[config.mk]
export PLATFORM = sky130hd
export DESIGN_NAME = cic_interpolator
export DESIGN_NICKNAME = d
export VERILOG_FILES = /design/src/rtl/cic_pkg.sv /design/src/rtl/cic_comb_stage.sv /design/src/rtl/cic_interpolator.sv
export SDC_FILE = /design/constraint.sdc
export NUM_CORES = 1
export LEC_CHECK = 0
export CAP_MARGIN = 0
export CORE_UTILIZATION = 55
export DETAILED_ROUTE_END_ITERATION = 12
export GPL_TIMING_DRIVEN = 0
export PLACE_DENSITY = 0.82
export SLEW_MARGIN = 20
export SYNTH_ARGS = -nofsm -noshare
export SYNTH_HDL_FRONTEND = slang
export SYNTH_HIERARCHICAL = 1
export SYNTH_SLANG_ARGS = --single-unit
export TNS_END_PERCENT = 30
[constraint.sdc]
create_clock -name clk -period 4.18 [get_ports clk]
set_input_delay 0.627 -clock clk [delete_from_list [all_inputs] [get_ports clk]]
set_output_delay 0.627 -clock clk [all_outputs]
set_load 0.01 [all_outputs]
[src/rtl/cic_pkg.sv]
// Shared sizing helpers for the CIC decimator/interpolator pair.
package cic_pkg;

  localparam int CIC_RMAX_DEFAULT = 4;
  localparam int CIC_RATE_W = $clog2(CIC_RMAX_DEFAULT + 1);

  function automatic int cic_rate_width(input int rmax);
    return $clog2(rmax + 1);
  endfunction

  // Bit growth is max(N, clog2((R*M)^N / R)) on top of the sample width.
  function automatic int cic_reg_width(input int width, input int rmax, input int m, input int n);
    int gain;
    int growth;
    gain = 1;
    for (int i = 0; i < n; i++) begin
      gain = gain * rmax * m;
    end
    growth = $clog2(gain / rmax);
    return width + ((n > growth) ? n : growth);
  endfunction

endpackage

[src/rtl/cic_comb_stage.sv]
// One comb section: y <= x - x[n-M], advancing only when en is high.
module cic_comb_stage
  import cic_pkg::*;
#(
  parameter int REG_WIDTH = 18,
  parameter int M = 1
) (
  input  logic                 clk,
  input  logic                 rst,
  input  logic                 en,
  input  logic [REG_WIDTH-1:0] x,
  output logic [REG_WIDTH-1:0] y
);

  logic [REG_WIDTH-1:0] y_q, y_d;
  logic [REG_WIDTH-1:0] dly_q [M];
  logic [REG_WIDTH-1:0] dly_d [M];

  always_comb begin
    y_d = y_q;
    for (int i = 0; i < M; i++) begin
      dly_d[i] = dly_q[i];
    end
    if (en) begin
      y_d      = x - dly_q[M-1];
      dly_d[0] = x;
      for (int i = 1; i < M; i++) begin
        dly_d[i] = dly_q[i-1];
      end
    end
  end

  always_ff @(posedge clk or negedge rst) begin
    if (!rst) begin
      y_q <= '0;
      for (int i = 0; i < M; i++) begin
        dly_q[i] <= '0;
      end
    end else begin
      y_q <= y_d;
      for (int i = 0; i < M; i++) begin
        dly_q[i] <= dly_d[i];
      end
    end
  end

  assign y = y_q;

endmodule

[src/rtl/cic_interpolator.sv]
// N-stage CIC interpolator: combs at the input rate, zero-stuff by R,
// integrators at the output rate. Everything advances on an output transfer.
module cic_interpolator
  import cic_pkg::*;
#(
  parameter int WIDTH     = 16,
  parameter int RMAX      = 4,
  parameter int M         = 1,
  parameter int N         = 2,
  parameter int REG_WIDTH = cic_reg_width(WIDTH, RMAX, M, N)
) (
  input  logic                              clk,
  input  logic                              rst,
  input  logic [WIDTH-1:0]                  input_tdata,
  input  logic                              input_tvalid,
  output logic                              input_tready,
  output logic [REG_WIDTH-1:0]              output_tdata,
  output logic                              output_tvalid,
  input  logic                              output_tready,
  input  logic [cic_rate_width(RMAX)-1:0]   rate
);

  localparam int RATE_W = cic_rate_width(RMAX);
  localparam logic [RATE_W-1:0] RATE_ONE = RATE_W'(1);
  localparam logic [RATE_W-1:0] RATE_MAX = RATE_W'(RMAX);

  logic [RATE_W-1:0]    rate_q, rate_d;
  logic [RATE_W-1:0]    cycle_q, cycle_d;
  logic [RATE_W-1:0]    rate_clamped, rate_eff;
  logic [REG_WIDTH-1:0] integ_q [N];
  logic [REG_WIDTH-1:0] integ_d [N];
  logic [REG_WIDTH-1:0] comb_x [N];
  logic [REG_WIDTH-1:0] comb_y [N];
  logic [REG_WIDTH-1:0] x_ext;
  logic                 cycle_zero, advance, comb_en;

  // Phase 0 is the only phase that consumes an input sample.
  assign cycle_zero    = (cycle_q == '0);
  assign input_tready  = rst && output_tready && cycle_zero;
  assign output_tvalid = rst && (input_tvalid || !cycle_zero);
  assign advance       = output_tvalid && output_tready;
  assign comb_en       = advance && cycle_zero;
  assign x_ext         = {{(REG_WIDTH-WIDTH){input_tdata[WIDTH-1]}}, input_tdata};
  assign output_tdata  = integ_q[N-1];

  generate
    for (genvar gi = 0; gi < N; gi++) begin : g_comb
      if (gi == 0) begin : g_head
        assign comb_x[gi] = x_ext;
      end else begin : g_tail
        assign comb_x[gi] = comb_y[gi-1];
      end
      cic_comb_stage #(
        .REG_WIDTH(REG_WIDTH),
        .M        (M)
      ) u_stage (
        .clk(clk),
        .rst(rst),
        .en (comb_en),
        .x  (comb_x[gi]),
        .y  (comb_y[gi])
      );
    end
  endgenerate

  always_comb begin
    rate_clamped = rate;
    if (rate == '0) begin
      rate_clamped = RATE_ONE;
    end else if (rate > RATE_MAX) begin
      rate_clamped = RATE_MAX;
    end
    // A new rate is only picked up with an input sample, so bursts finish at the old rate.
    rate_eff = cycle_zero ? rate_clamped : rate_q;

    rate_d  = rate_q;
    cycle_d = cycle_q;
    for (int k = 0; k < N; k++) begin
      integ_d[k] = integ_q[k];
    end

    if (advance) begin
      rate_d     = rate_eff;
      cycle_d    = (cycle_q >= rate_eff - RATE_ONE) ? '0 : cycle_q + RATE_ONE;
      integ_d[0] = integ_q[0] + (cycle_zero ? comb_y[N-1] : '0);
      for (int k = 1; k < N; k++) begin
        integ_d[k] = integ_q[k] + integ_q[k-1];
      end
    end
  end

  always_ff @(posedge clk or negedge rst) begin
    if (!rst) begin
      rate_q  <= RATE_ONE;
      cycle_q <= '0;
      for (int k = 0; k < N; k++) begin
        integ_q[k] <= '0;
      end
    end else begin
      rate_q  <= rate_d;
      cycle_q <= cycle_d;
      for (int k = 0; k < N; k++) begin
        integ_q[k] <= integ_d[k];
      end
    end
  end

endmodule

==> results of run 1 <==
## flip-flops by register name, summed over array words and instances (netlist names)
signal and flops:
g_comb.u_stage/dly_q 36, g_comb.u_stage/y 36, integ_q 18, output_tdata 18, cycle_q 3, rate_q 3
## layer usage
metal | vias up | GRT usage
li1 | 3245 | -
met1 | 2986 | 0.273
met2 | 123 | 0.453
met3 | 35 | 0.0483
met4 | 0 | 0.103
met5 | - | 0
## synthesized netlist by cell type (4+ instances only)
cell type,count
sky130_fd_sc_hd__nand2_1,116
sky130_fd_sc_hd__a211oi_1,14
sky130_fd_sc_hd__buf_1,5
sky130_fd_sc_hd__o2bb2ai_1,4
sky130_fd_sc_hd__a31oi_1,5
sky130_fd_sc_hd__o211ai_1,10
sky130_fd_sc_hd__and2_1,24
sky130_fd_sc_hd__nor2_1,38
sky130_fd_sc_hd__o31ai_1,11
sky130_fd_sc_hd__xnor2_1,30
sky130_fd_sc_hd__nor2b_1,9
sky130_fd_sc_hd__clkbuf_1,16
sky130_fd_sc_hd__dfrtp_1,113
sky130_fd_sc_hd__nand3_1,11
sky130_fd_sc_hd__ha_1,74
sky130_fd_sc_hd__fa_1,4
sky130_fd_sc_hd__nand4_1,8
sky130_fd_sc_hd__buf_4,18
sky130_fd_sc_hd__o21bai_1,6
sky130_fd_sc_hd__o31a_1,4
sky130_fd_sc_hd__nor3_1,14
sky130_fd_sc_hd__mux2_2,22
sky130_fd_sc_hd__nand2b_1,5
sky130_fd_sc_hd__buf_2,7
sky130_fd_sc_hd__a21o_1,19
sky130_fd_sc_hd__a21oi_1,46
sky130_fd_sc_hd__o21a_1,15
sky130_fd_sc_hd__o21ai_0,87
sky130_fd_sc_hd__inv_1,55
sky130_fd_sc_hd__xor2_1,24
## cell type report
cell class                 instances  share of cell area
multi-input combinational        668               0.504
sequential                       114               0.306
clock buffer                      20              0.0489
timing repair buffer              43              0.0481
buffer                            47              0.0279
tap                              180              0.0241
inverter                          55              0.0221
clock inverter                    12              0.0193
## stage by stage
step,total power [mW],instance area [µm²]
detailed placement,6.56,8700
floorplan,5.58,8020
global route,8.90,9330
finish,8.19,9330
CTS,8.20,9330
global placement,6.41,8670
## power breakdown
part	internal (mW)	switching (mW)	total, mW
Combinational	2.18	2.49	4.66
Clock	1.03	0.519	1.55
Sequential	1.63	0.349	1.98
Total	4.84	3.36	8.19
## path summary, 6_finish.rpt
path,endpoint
setup / recovery,integ_q[34]$_DFFE_PN0P_
hold / removal,output_tdata[2]$_DFFE_PN0P_
setup reg to reg,integ_q[34]$_DFFE_PN0P_
hold reg to reg,output_tdata[17]$_DFFE_PN0P_
max in group asynchronous,g_comb[0].u_stage/dly_q[7]$_DFFE_PN0P_
min in group clk,output_tdata[17]$_DFFE_PN0P_
## critical path, delay by kind of cell, from the launching register on
| kind | cells | cell delay, ns |
|---|---|---|
| AND/OR/NAND/NOR | 5 | 0.91 |
| buffers and inverters | 3 | 0.77 |
| adder cells (fa/ha/maj) | 2 | 0.66 |
| AO/OA/AOI/OAI | 4 | 0.60 |
| flip-flops | 1 | 0.38 |
## logic make-up (layout without fill, tap and decap cells)
| logic type | count (synthesis) | in the layout | share of synthesized area |
|---|---|---|---|
| AOI/OAI and AO/OA | 260 | 260 | 0.215 |
| xor gates and xnor gates | 54 | 54 | 0.0590 |
| adders and majority gates | 78 | 78 | 0.125 |
| buffers and inverters | 102 | 177 | 0.0582 |
| DFF | 114 | 114 | 0.356 |
| muxes | 27 | 27 | 0.0390 |
| and+or+nand+nor | 249 | 249 | 0.148 |
==> impl.org, run 1 <==
** Outcome
- The flow ran to the end, and the final reports show no timing, DRC or antenna violations.

** Pwr
- Pwr dens :: 878 mW/mm²
- The worst-case IR drop observed on VDD is around 420 µV.
- In this run the static leakage power is ~4.3 nW.

** Critical path
- The slowest stage of the critical path is the sky130_fd_sc_hd__fa_1 cell.
- Worst Reg-to-Reg Cells :: 14
- STA classifies the critical path startpoint as a register.
- Traced cell by cell, the critical path runs through inv_1 > ha_1 > nor2b_1 > clkbuf_1 > clkbuf_1 > nand2_1 > fa_1 > nor2b_4 > o21ai_2 > a21oi_2 > a2111oi_4 > nor4_1 > nor4_1 > o31ai_1.
- Delay of the slowest critical-path stage :: slightly below 0.5 ns
- For the worst setup path, the data required time is 4.50 ns.
- R2r setup slk :: 0.76 ns
- STA classifies the critical path endpoint as a register.
- Launching instance or port of the critical path :: cycle_q[0]$_DFFE_PN0P_
- Startpoint of the most critical register-to-register path :: cycle_q[0]$_DFFE_PN0P_
- Arrival @ worst endpoint :: around 3.7 ns
- Peak fanout along the critical path :: 10
- Crit path kind :: register to register

** Floorplanning
- For this configuration, the core starts out at a cell density of 0.571.
- Die outline area :: 0.0151 mm²
- The floorplan step set the die height to ~120 µm.
- The floorplan has 43 rows.
- IO Count :: 43
- Die width :: ~120 µm
- Core area :: about 0.014 mm²

** Drt
- For this block, the via count after detailed routing is 6,389.
- Total iterations of the first detailed-routing run :: 5
- Highest routed metal layer :: met4
- Final routed wirelength across all metal layers :: about 17 mm
- Dividing the detail-routed wire length by the instance count gives between 10 and 15 µm.
- DR WL met3 :: between 400 and 500 µm
- After detailed routing, the number of remaining DRC violations is 0.
- Once detail routing completed, the nets flagged for antenna violations numbered 0.
- Met1 WL :: slightly above 7 mm
- Initial DRC Count :: 312
- Via-per-instance ratio :: 5.61
- After detailed routing, the met2 layer carries 8.70 mm of wire.

** Global routing
- Number of antenna violations at the first check in global routing :: 0
- Overall global routing resource usage :: 0.246
- Maximum number of pins on one net before global-route repair :: 80
- GRT overflow :: 0
- First-pass GRT wire length :: approximately 29 mm
- Vias in the first global route :: between 6,000 and 7,000

** Timing
- After layout, the minimum clock period comes to ~3.4 ns.
- Fin. max-slew vios :: 0
- Max_slew headroom :: 0.449
- Number of endpoints failing setup at the final stage :: 0
- TNS Setup :: 0 ns
- Final Hold Vio Count :: 0
- Crit share post-route :: 0.819
- For the pin with the worst max-slew slack, the measured transition is about 0.8 ns.
- Final worst setup slack :: around 0.76 ns
- Clock skew on the completed layout was measured at around 0.0087 ns.
- Hold is met by between 0.1 and 0.15 ns.
- Static timing analysis puts the maximum clock frequency at between 0.2 and 0.3 GHz.
- Unrepaired setup endpoints after global routing :: no

** Cells and area
- Compared with the post-synthesis result, the final layout area differs by 16.3%.
- Most common library cell in the layout ignoring fill and taps :: sky130_fd_sc_hd__nand2_1
- Multi-input logic area :: between 0.004 and 0.005 mm²
- Finished Core Util :: 0.665
- The top cell types in the final layout, fill and taps aside, are sky130_fd_sc_hd__nand2_1, sky130_fd_sc_hd__dfrtp_1, sky130_fd_sc_hd__o21ai_0.
- Total area of sequential cells :: around 0.0029 mm²
- ANT cells :: 0
- Fraction of final layout cells sized beyond drive strength 1 :: 0.121
- Filler-free cell count of the finished design :: 1,139
- The net count of the finished layout is 1,047.
- Fillers :: about 1,100

** Synthesis
- Post-Syn Nets :: slightly below 1,000
- Main flop type after synthesis :: sky130_fd_sc_hd__dfrtp_1
- The number of different library cells used by synthesis comes to between 70 and 80.
- The share of synthesized area in the top cell type comes to 0.353.
- Library cell with the largest summed area after synthesis :: sky130_fd_sc_hd__dfrtp_1
- After synthesis, the mean cell area works out to slightly above 9 µm².
- After technology mapping, the gate count stands at roughly 900.
- Asr flop ratio synth :: 1.00
- Warning count from the yosys run :: 6
- Synthesis inferred ~110 register bits.
- Cells taking the most area after synthesis :: sky130_fd_sc_hd__dfrtp_1, sky130_fd_sc_hd__ha_1, sky130_fd_sc_hd__o21ai_0
- Counting flops with a built-in enable in the synthesized netlist gives 0.
- After synthesis the cells add up to 0.00802 mm².
- The share of the Yosys chip area taken by registers is 0.356.

** Run
- Max-cap violations in this run came to 0.

** Place
- Timing analysis after detailed placement gives a worst setup slack of between 0.6 and 0.7 ns.
- Counting tap cells, the placed design contains a total of 1,107 instances.
- Weighted congestion at the end of routability-driven global placement :: ~0.92
- Port buffer count :: 42
- Detailed placement finished with a half-perimeter wire length of approximately 12 mm.

** Clock tree
- Gates resized during post-CTS repair numbered 0.
- Counting along the longest clock path gives a buffer depth of 2.
- Clock tree from TritonCTS :: yes
- Total clock buffers created by CTS :: 17
- After clock tree synthesis, the flow added hold-fix buffers numbering 0.
- The number of setup buffers added after CTS is 0.
- Counting every sink on the clock net gives roughly 110.
- Clock root cell :: sky130_fd_sc_hd__clkbuf_16
- After clock tree synthesis, the clock-pin slew on the worst setup and hold paths is ~0.060 ns.
- CTS built an H-tree with a depth of 4.
- The clock reaches the later pin of the worst-skew pair after 0.41 ns.

** Min path
- Hold Path Class :: input pin to asynchronous set/reset pin
Power figures use the tool's default switching activity.
==> inputs of run 2 (changes only) <==
==> constraint.sdc (replaced) <==
create_clock -name clk -period 3.35 [get_ports clk]
set_input_delay 0.5025 -clock clk [delete_from_list [all_inputs] [get_ports clk]]
set_output_delay 0.5025 -clock clk [all_outputs]
set_load 0.01 [all_outputs]
==> run 2 against run 1 <==
Combinational power up 26%. Global-route usage grew 0.060 points. Largest power group unchanged. Via count grew 0.80%. Largest cell class unchanged. Die area did not move. Clock power grew 25%. Critical path type unchanged.
==> impl.org, run 2 (synthesis gave the netlist of run 1 again) <==
** Outcome
- The flow ran to the end, and the final reports show no timing, DRC or antenna violations.

** Place
- Weighted congestion at the end of routability-driven global placement :: 0.925 (unchanged)
- Number of cells in the design after placement :: 1,107 (unchanged)
- The HPWL after detailed placement was 12.2 mm (unchanged).
- The number of input and output port buffers inserted came to 42 (unchanged).
- Worst-case setup slack after placement :: -0.0882 ns (-0.740 ns)
- Placed cell area :: 0.00870 mm² (unchanged)

** Pwr
- The leakage power summed over all cells came to 4.28 nW (+0.49%).
- Pwr dens :: 1090 mW/mm² (+25%)
- The maximum vdd ir drop was 523 µV (+25%).

** Cells and area
- Most used cells in the layout excluding fill and tap cells :: sky130_fd_sc_hd__nand2_1, sky130_fd_sc_hd__dfrtp_1, sky130_fd_sc_hd__o21ai_0
- Compared with the post-synthesis result, the final layout area differs by 17.0%.
- Registers with the highest flip-flop counts :: g_comb.u_stage/dly_q (36), g_comb.u_stage/y (36)
- Leaving out fill and tap cells, the most frequent cell in the layout is sky130_fd_sc_hd__nand2_1.
- The share of final-layout standard cells stronger than drive strength 1 came to 0.129 (+0.00821).
- The antenna diode count is 0 (unchanged).
- The number of nets in the finished design is 1,048 (+0.096%).
- Final std cell area, no fill :: 0.00938 mm² (+0.52%)
- The post-layout instance count excluding filler cells came to 1,140 (+0.088%).

** Floorplanning
- The width of the die came to 123 µm (unchanged).
- Starting density of the core :: 0.571 (unchanged)
- The die footprint came to 0.0151 mm² (unchanged).
- Core area :: 0.0140 mm² (unchanged)
- IO Count :: 43 (unchanged)
- The die height came to 123 µm (unchanged).
- The floorplan row count is 43 (unchanged).

** Clock tree
- Post-CTS setup repair buffer count :: 0 (unchanged)
- Total clock buffers created by CTS :: 17 (unchanged)
- Clock sink count :: 114 (unchanged)
- CTS Buffer Depth :: 2 (unchanged)
- Clock tree synthesis selected as its root buffer the cell sky130_fd_sc_hd__clkbuf_16.
- Clock tree from TritonCTS :: yes
- Clock latency reported for the late side of the worst-skew pair :: 0.42 ns (about the same)
- Register clock-pin slew on the reported worst setup and hold paths :: 0.06 ns (about the same)
- The maximum level of the CTS H-tree came to 4 (unchanged).

** Global routing
- Maximum number of pins on one net before global-route repair :: 80 (unchanged)
- Number of antenna violations at the first check in global routing :: 0 (unchanged)
- The wire length of the first global-routing pass came to 29.0 mm (+0.17%).
- The number of global-route vias before repair came to 6,401 (+0.58%).
- Overall global routing resource usage :: 0.246 (+0.000603)
- GRT overflow :: 0 (unchanged)

** Drt
- The detail-routed via count per cell was 5.65 (+0.71%).
- The total met3 wirelength after detailed routing is 405 µm (-12%).
- Via count :: 6,440 (+0.80%)
- Met1 WL :: 7.30 mm (+1.8%)
- The post-detailed-route count of antenna-violating nets came to 0 (unchanged).
- Post-DR wirelength/cell :: 14.8 µm (+0.26%)
- The met2 wire length is 8.67 mm (-0.40%).
- The first-iteration detailed-routing DRC count is 255 (-18%).
- The total iterations of the first detailed-routing run is 5 (unchanged).
- Highest routed metal layer :: met4
- The number of design rule violations left after detail routing was 0 (unchanged).
- Final routed wirelength across all metal layers :: 16.8 mm (+0.35%)

** Critical path
- The worst setup path is of the register to register kind.
- Peak fanout along the critical path :: 10 (unchanged)
- Delay of the slowest critical-path stage :: 0.36 ns (-0.13 ns)
- Buffers and inverters on the worst path :: 3 (unchanged)
- STA classifies the critical path endpoint as a register.
- Type of element launching the critical path :: register
- The data arrival time of the critical path came to 3.49 ns (-0.25 ns).
- The worst path required time was 3.67 ns (-0.83 ns).
- The signal on the critical path passes through inv_1 > ha_1 > nor2b_1 > clkbuf_2 > clkbuf_2 > and2_1 > ha_1 > a21oi_1 > o21bai_1 > a21oi_1 > nor3_1 > o21a_1 > o31a_1 > o31ai_1.
- The slack of the worst reg-to-reg path was 0.18 ns (-0.58 ns).
- Cell with the largest stage delay on the worst path :: sky130_fd_sc_hd__ha_1
- Critical Path Stages :: 14 (unchanged)
- Cell class contributing the biggest share of worst-path delay :: compound AO/OA/AOI/OAI gates
- The cell depth of the worst flop-to-flop path is 14 (unchanged).

** Timing
- Final worst setup slack :: 0.175 ns (-0.582 ns)
- Worst setup skew after layout :: 0.0103 ns (+0.00160 ns)
- The final critical-path share of the clock period came to 0.948 (+0.129).
- The hold slack came to 0.0474 ns (-0.0632 ns).
- The peak clock frequency supported by timing is 0.315 GHz (+7.8%).
- TNS Setup :: 0 ns (unchanged)
- Final Hold Vio Count :: 0 (unchanged)
- The final-report max-slew violation count is 0 (unchanged).
- The time the final worst path needs with I/O delays and setup was 3.17 ns (-0.248 ns).
- Max_slew headroom :: 0.455 (+0.00642)
- Setup repair after global routing left no endpoint under its margin.
- The final-report setup violation count is 0 (unchanged).
- Slew at the pin closest to its max-slew limit :: 0.814 ns (-0.00960 ns)

** Min path
- Hold Path Class :: input pin to asynchronous set/reset pin

** Run
- Max-cap violation count :: 0 (unchanged)
-- run 2: changes by cell type in the layout (fill, tap and decap cells not counted), moves of 2 or more --
cell                       before  now
sky130_fd_sc_hd__clkbuf_1      17   15
sky130_fd_sc_hd__clkbuf_2       0    2
sky130_fd_sc_hd__o31ai_1       11    9
sky130_fd_sc_hd__o31ai_2        0    2
-- run 2: report_power, final --
part           switching, mW  internal [mW]  leakage, nW
clock                  0.648           1.28        0.295
sequential             0.437           2.04         1.41
combinational           3.12           2.73         2.57
-- run 2: final timing paths --
path / endpoint / from
max: integ_q[34]$_DFFE_PN0P_ / cycle_q[0]$_DFFE_PN0P_
min: rate_q[0]$_DFFE_PN1P_ / rst
max reg2reg: integ_q[34]$_DFFE_PN0P_ / cycle_q[0]$_DFFE_PN0P_
min reg2reg: output_tdata[17]$_DFFE_PN0P_ / output_tdata[17]$_DFFE_PN0P_
max in group asynchronous: g_comb[1].u_stage/dly_q[15]$_DFFE_PN0P_ / rst
min in group clk: output_tdata[17]$_DFFE_PN0P_ / output_tdata[17]$_DFFE_PN0P_
-- run 2: cell type report --
cell class	instances	area, µm²
Clock buffer	20	457
Buffer	47	263
Inverter	55	206
Clock inverter	12	180
Sequential cell	114	2850
Tap cell	180	225
Multi-Input combinational cell	668	4730
Timing Repair Buffer	44	469
Fill cell	1087	4660
-- run 2: per-layer routing --
layer  vias up  track usage
met5         -            0
met1      3030        0.275
met3        39       0.0483
met2       119        0.453
li1       3252            -
met4         0        0.103
-- run 2: through the flow --
stage	util	power [mW]
after floorplan	-	6.96
after global placement	0.617	8.00
after detailed placement	0.619	8.18
after CTS	0.666	10.2
after global routing	0.668	11.1
final	0.668	10.3
-- run 2: repair_timing --
item | in CTS | in global routing
hold buffers | 1 | 0
gates resized for setup | 2 | 5
endpoints found under the setup margin | 5 | 4
pin swaps | 0 | 1
gates cloned | 0 | 0
hold endpoints to repair | 36 | 0
==> inputs of run 3 (changes only) <==
--- a/config.mk
+++ b/config.mk
@@ -10,6 +10,7 @@
 export DETAILED_ROUTE_END_ITERATION = 12
 export GPL_TIMING_DRIVEN = 0
 export PLACE_DENSITY = 0.82
+export SKIP_CTS_REPAIR_TIMING = 1
 export SLEW_MARGIN = 20
 export SYNTH_ARGS = -nofsm -noshare
 export SYNTH_HDL_FRONTEND = slang
==> constraint.sdc (replaced) <==
create_clock -name clk -period 3.35 [get_ports clk]
set_input_delay 0.335 -clock clk [delete_from_list [all_inputs] [get_ports clk]]
set_output_delay 0.335 -clock clk [all_outputs]
set_load 0.01 [all_outputs]
==> run 3 against run 2 <==
Sequential share of layout area about the same. Critical path type unchanged. Die area unchanged. Cell count about the same. Hold slack better by 0.41 ns. Setup slack improved by 0.053 ns. Largest power group unchanged. Critical path depth stayed put. Non-clock buffer count grew 1. Count of clock-buffer cells in the layout unchanged. Total power is essentially flat. Sequential power barely moved.
==> impl.org, run 3 (synthesis gave the netlist of run 1 again) <==
** Critical path
- The worst path required time is 3.67 ns (about the same).
- The data arrival time of the critical path is 3.44 ns (-0.05 ns).
- The critical path in this run is classified as register to register.
- Type of element launching the critical path :: register
- Peak fanout along the critical path :: 10 (unchanged)
- STA classifies the critical path endpoint as a register.

** Pwr
- Pwr dens :: 1090 mW/mm² (about the same)
- The maximum vdd ir drop is 523 µV (-0.13%).
- The leakage power summed over all cells is 4.28 nW (about the same).
- The sequential cell fraction of total power came to 0.241 (about the same).
- The switching power total is 4.21 mW (about the same).
- Proportion of total power due to net switching :: 0.410 (about the same)
- Internal :: 6.05 mW (about the same)
- The part of the power in combinational logic is 0.570 (about the same).
- Total Power Consumption :: 10.3 mW (about the same)
- Fraction of power consumed by the clock network :: 0.188 (about the same)

** Clock tree
- The number of clock sinks seen by CTS is 114 (unchanged).
- Total clock buffers created by CTS :: 17 (unchanged)
- Clock latency reported for the late side of the worst-skew pair :: 0.42 ns (about the same)
- Clock tree from TritonCTS :: yes
- The clock slew at the register clock pins of the worst setup and hold paths came to 0.06 ns (about the same).
- The maximum level of the CTS H-tree is 4 (unchanged).
- The number of buffers on the longest clock path came to 2 (unchanged).
- Clock root cell :: sky130_fd_sc_hd__clkbuf_16

** Place
- Placed cell area :: 0.00870 mm² (unchanged)
- The global placer's final weighted congestion came to 0.925 (unchanged).
- The number of input and output port buffers inserted is 42 (unchanged).
- The number of placed instances with taps included was 1,107 (unchanged).
- Worst-case setup slack after placement :: -0.0882 ns (unchanged)
- DP HPWL :: 12.2 mm (unchanged)

** Drt
- The first-iteration detailed-routing DRC count came to 284 (+11%).
- The final wirelength was 16.8 mm (about the same).
- Via-per-instance ratio :: 5.62 (-0.57%)
- The routed length per instance is 14.8 µm (about the same).
- Via count :: 6,409 (-0.48%)
- The number of design rule violations left after detail routing is 0 (unchanged).
- Count of nets left with antenna violations after detail routing :: 0 (unchanged)
- Total iterations of the first detailed-routing run :: 5 (unchanged)

** Timing
- The final clock skew was 0.0103 ns (+0.0000513 ns).
- The max-slew headroom at the worst pin is 0.437 (-0.0182).
- Final worst setup slack :: 0.229 ns (+0.0534 ns)
- The peak clock frequency supported by timing came to 0.320 GHz (+1.7%).
- Final Hold Vio Count :: 0 (unchanged)
- The final-layout setup total negative slack came to 0 ns (unchanged).
- Slew at the pin closest to its max-slew limit :: 0.841 ns (+0.0272 ns)
- The hold slack is 0.459 ns (+0.412 ns).
- The final critical-path share of the clock period is 0.932 (-0.0159).
- The final-report max-slew violation count is 0 (unchanged).
- Final min period :: 3.12 ns (-0.0534 ns)
- The final-report setup violation count was 0 (unchanged).

** Floorplanning
- The die footprint came to 0.0151 mm² (unchanged).
- The core box area came to 0.0140 mm² (unchanged).
- Die width :: 123 µm (unchanged)
- The floorplan row count was 43 (unchanged).
- The die height was 123 µm (unchanged).
- The initial cell density of the core came to 0.571 (unchanged).
- The I/O pin count was 43 (unchanged).

** Cells and area
- ANT cells :: 0 (unchanged)
- The sequential cell area is 0.00285 mm² (unchanged).
- The number of fillers in the final layout was 1,088 (+0.092%).
- Most used cells in the layout excluding fill and tap cells :: sky130_fd_sc_hd__nand2_1, sky130_fd_sc_hd__dfrtp_1, sky130_fd_sc_hd__o21ai_0
- Final std cell area, no fill :: 0.00939 mm² (about the same)
- The multi-input logic area came to 0.00472 mm² (-0.11%).
- The number of nets in the finished design is 1,049 (+0.095%).
- Fraction of final layout cells sized beyond drive strength 1 :: 0.128 (-0.00117)
- Registers with the highest flip-flop counts :: g_comb.u_stage/dly_q (36), g_comb.u_stage/y (36)
- The post-layout instance count excluding filler cells was 1,141 (+0.088%).
- Most common library cell in the layout ignoring fill and taps :: sky130_fd_sc_hd__nand2_1
- The area added between synthesis and finish was 17.0% (about the same).
- The utilization of the core after routing is 0.668 (about the same).

** Outcome
- The run finished with clean final reports.

** Global routing
- The met3 track utilization from global routing came to 0.0483 (unchanged).
- The global router's overall resource usage is 0.246 (-0.000603).
- Number of antenna violations at the first check in global routing :: 0 (unchanged)
- The global-route track usage on met2 is 0.453 (about the same).
- The met1 capacity usage during global routing came to 0.273 (-0.00149).
- First-pass GRT wire length :: 28.9 mm (-0.17%)
- The overall overflow remaining after global route came to 0 (unchanged).
- Maximum number of pins on one net before global-route repair :: 80 (unchanged)
- The number of global-route vias before repair was 6,364 (-0.58%).
- GRT Max-Usage Layer :: met2

** Min path
- The min-delay analysis places its worst path in the category input pin to asynchronous set/reset pin.

** Run
- Max-cap violation count :: 0 (unchanged)
## run 3: power by group through the flow
stage / Sequential, mW / Combinational, mW / Clock (mW)
2_1_floorplan: 2.34 / 4.62 / 0
3_3_place_gp: 2.45 / 5.55 / 0
3_5_place_dp: 2.48 / 5.70 / 0
4_1_cts: 2.47 / 5.80 / 1.96
5_1_grt: 2.56 / 6.54 / 2.02
6_report: 2.47 / 5.85 / 1.93
## run 3: routing by layer
layer | vias up | part of all wire | wire, µm
met5 | - | 0 | 0
met4 | 0 | 0.027 | 448
met3 | 37 | 0.024 | 402
met2 | 125 | 0.52 | 8690
met1 | 2997 | 0.43 | 7300
li1 | 3250 | - | -
## run 3: worst paths after layout
kind / start / slack (ns) / to / cells past startpoint
hold reg to reg: output_tdata[17]$_DFFE_PN0P_ / 0.47 / output_tdata[17]$_DFFE_PN0P_ / 1
max in group asynchronous: rst / 2.51 / g_comb[1].u_stage/dly_q[15]$_DFFE_PN0P_ / 3
min in group clk: output_tdata[17]$_DFFE_PN0P_ / 0.47 / output_tdata[17]$_DFFE_PN0P_ / 1
setup / recovery: cycle_q[0]$_DFFE_PN0P_ / 0.23 / integ_q[34]$_DFFE_PN0P_ / 14
setup reg to reg: cycle_q[0]$_DFFE_PN0P_ / 0.23 / integ_q[34]$_DFFE_PN0P_ / 14
hold / removal: rst / 0.46 / rate_q[0]$_DFFE_PN1P_ / 2
## run 3: worst max-delay path: stages (launching register included)
cell and delay [ns]:
sky130_fd_sc_hd__dfrtp_1 0.35, sky130_fd_sc_hd__inv_1 0.09, sky130_fd_sc_hd__ha_1 0.21, sky130_fd_sc_hd__nor2b_1 0.13
sky130_fd_sc_hd__clkbuf_2 0.18, sky130_fd_sc_hd__clkbuf_2 0.21, sky130_fd_sc_hd__and2_1 0.19, sky130_fd_sc_hd__ha_1 0.35
sky130_fd_sc_hd__a21oi_1 0.25, sky130_fd_sc_hd__o21bai_1 0.09, sky130_fd_sc_hd__a21oi_1 0.23, sky130_fd_sc_hd__nor3_1 0.09
sky130_fd_sc_hd__o21a_1 0.20, sky130_fd_sc_hd__o31a_1 0.28, sky130_fd_sc_hd__o31ai_1 0.18
## run 3: layout make-up
class,instances,area share
inverters,55,0.0220
clock buffers,20,0.0487
clock inverters,12,0.0192
well taps,180,0.0240
plain buffers,47,0.0280
flip-flops and latches,114,0.304
multi-input cells,668,0.503
repair buffers,45,0.0511
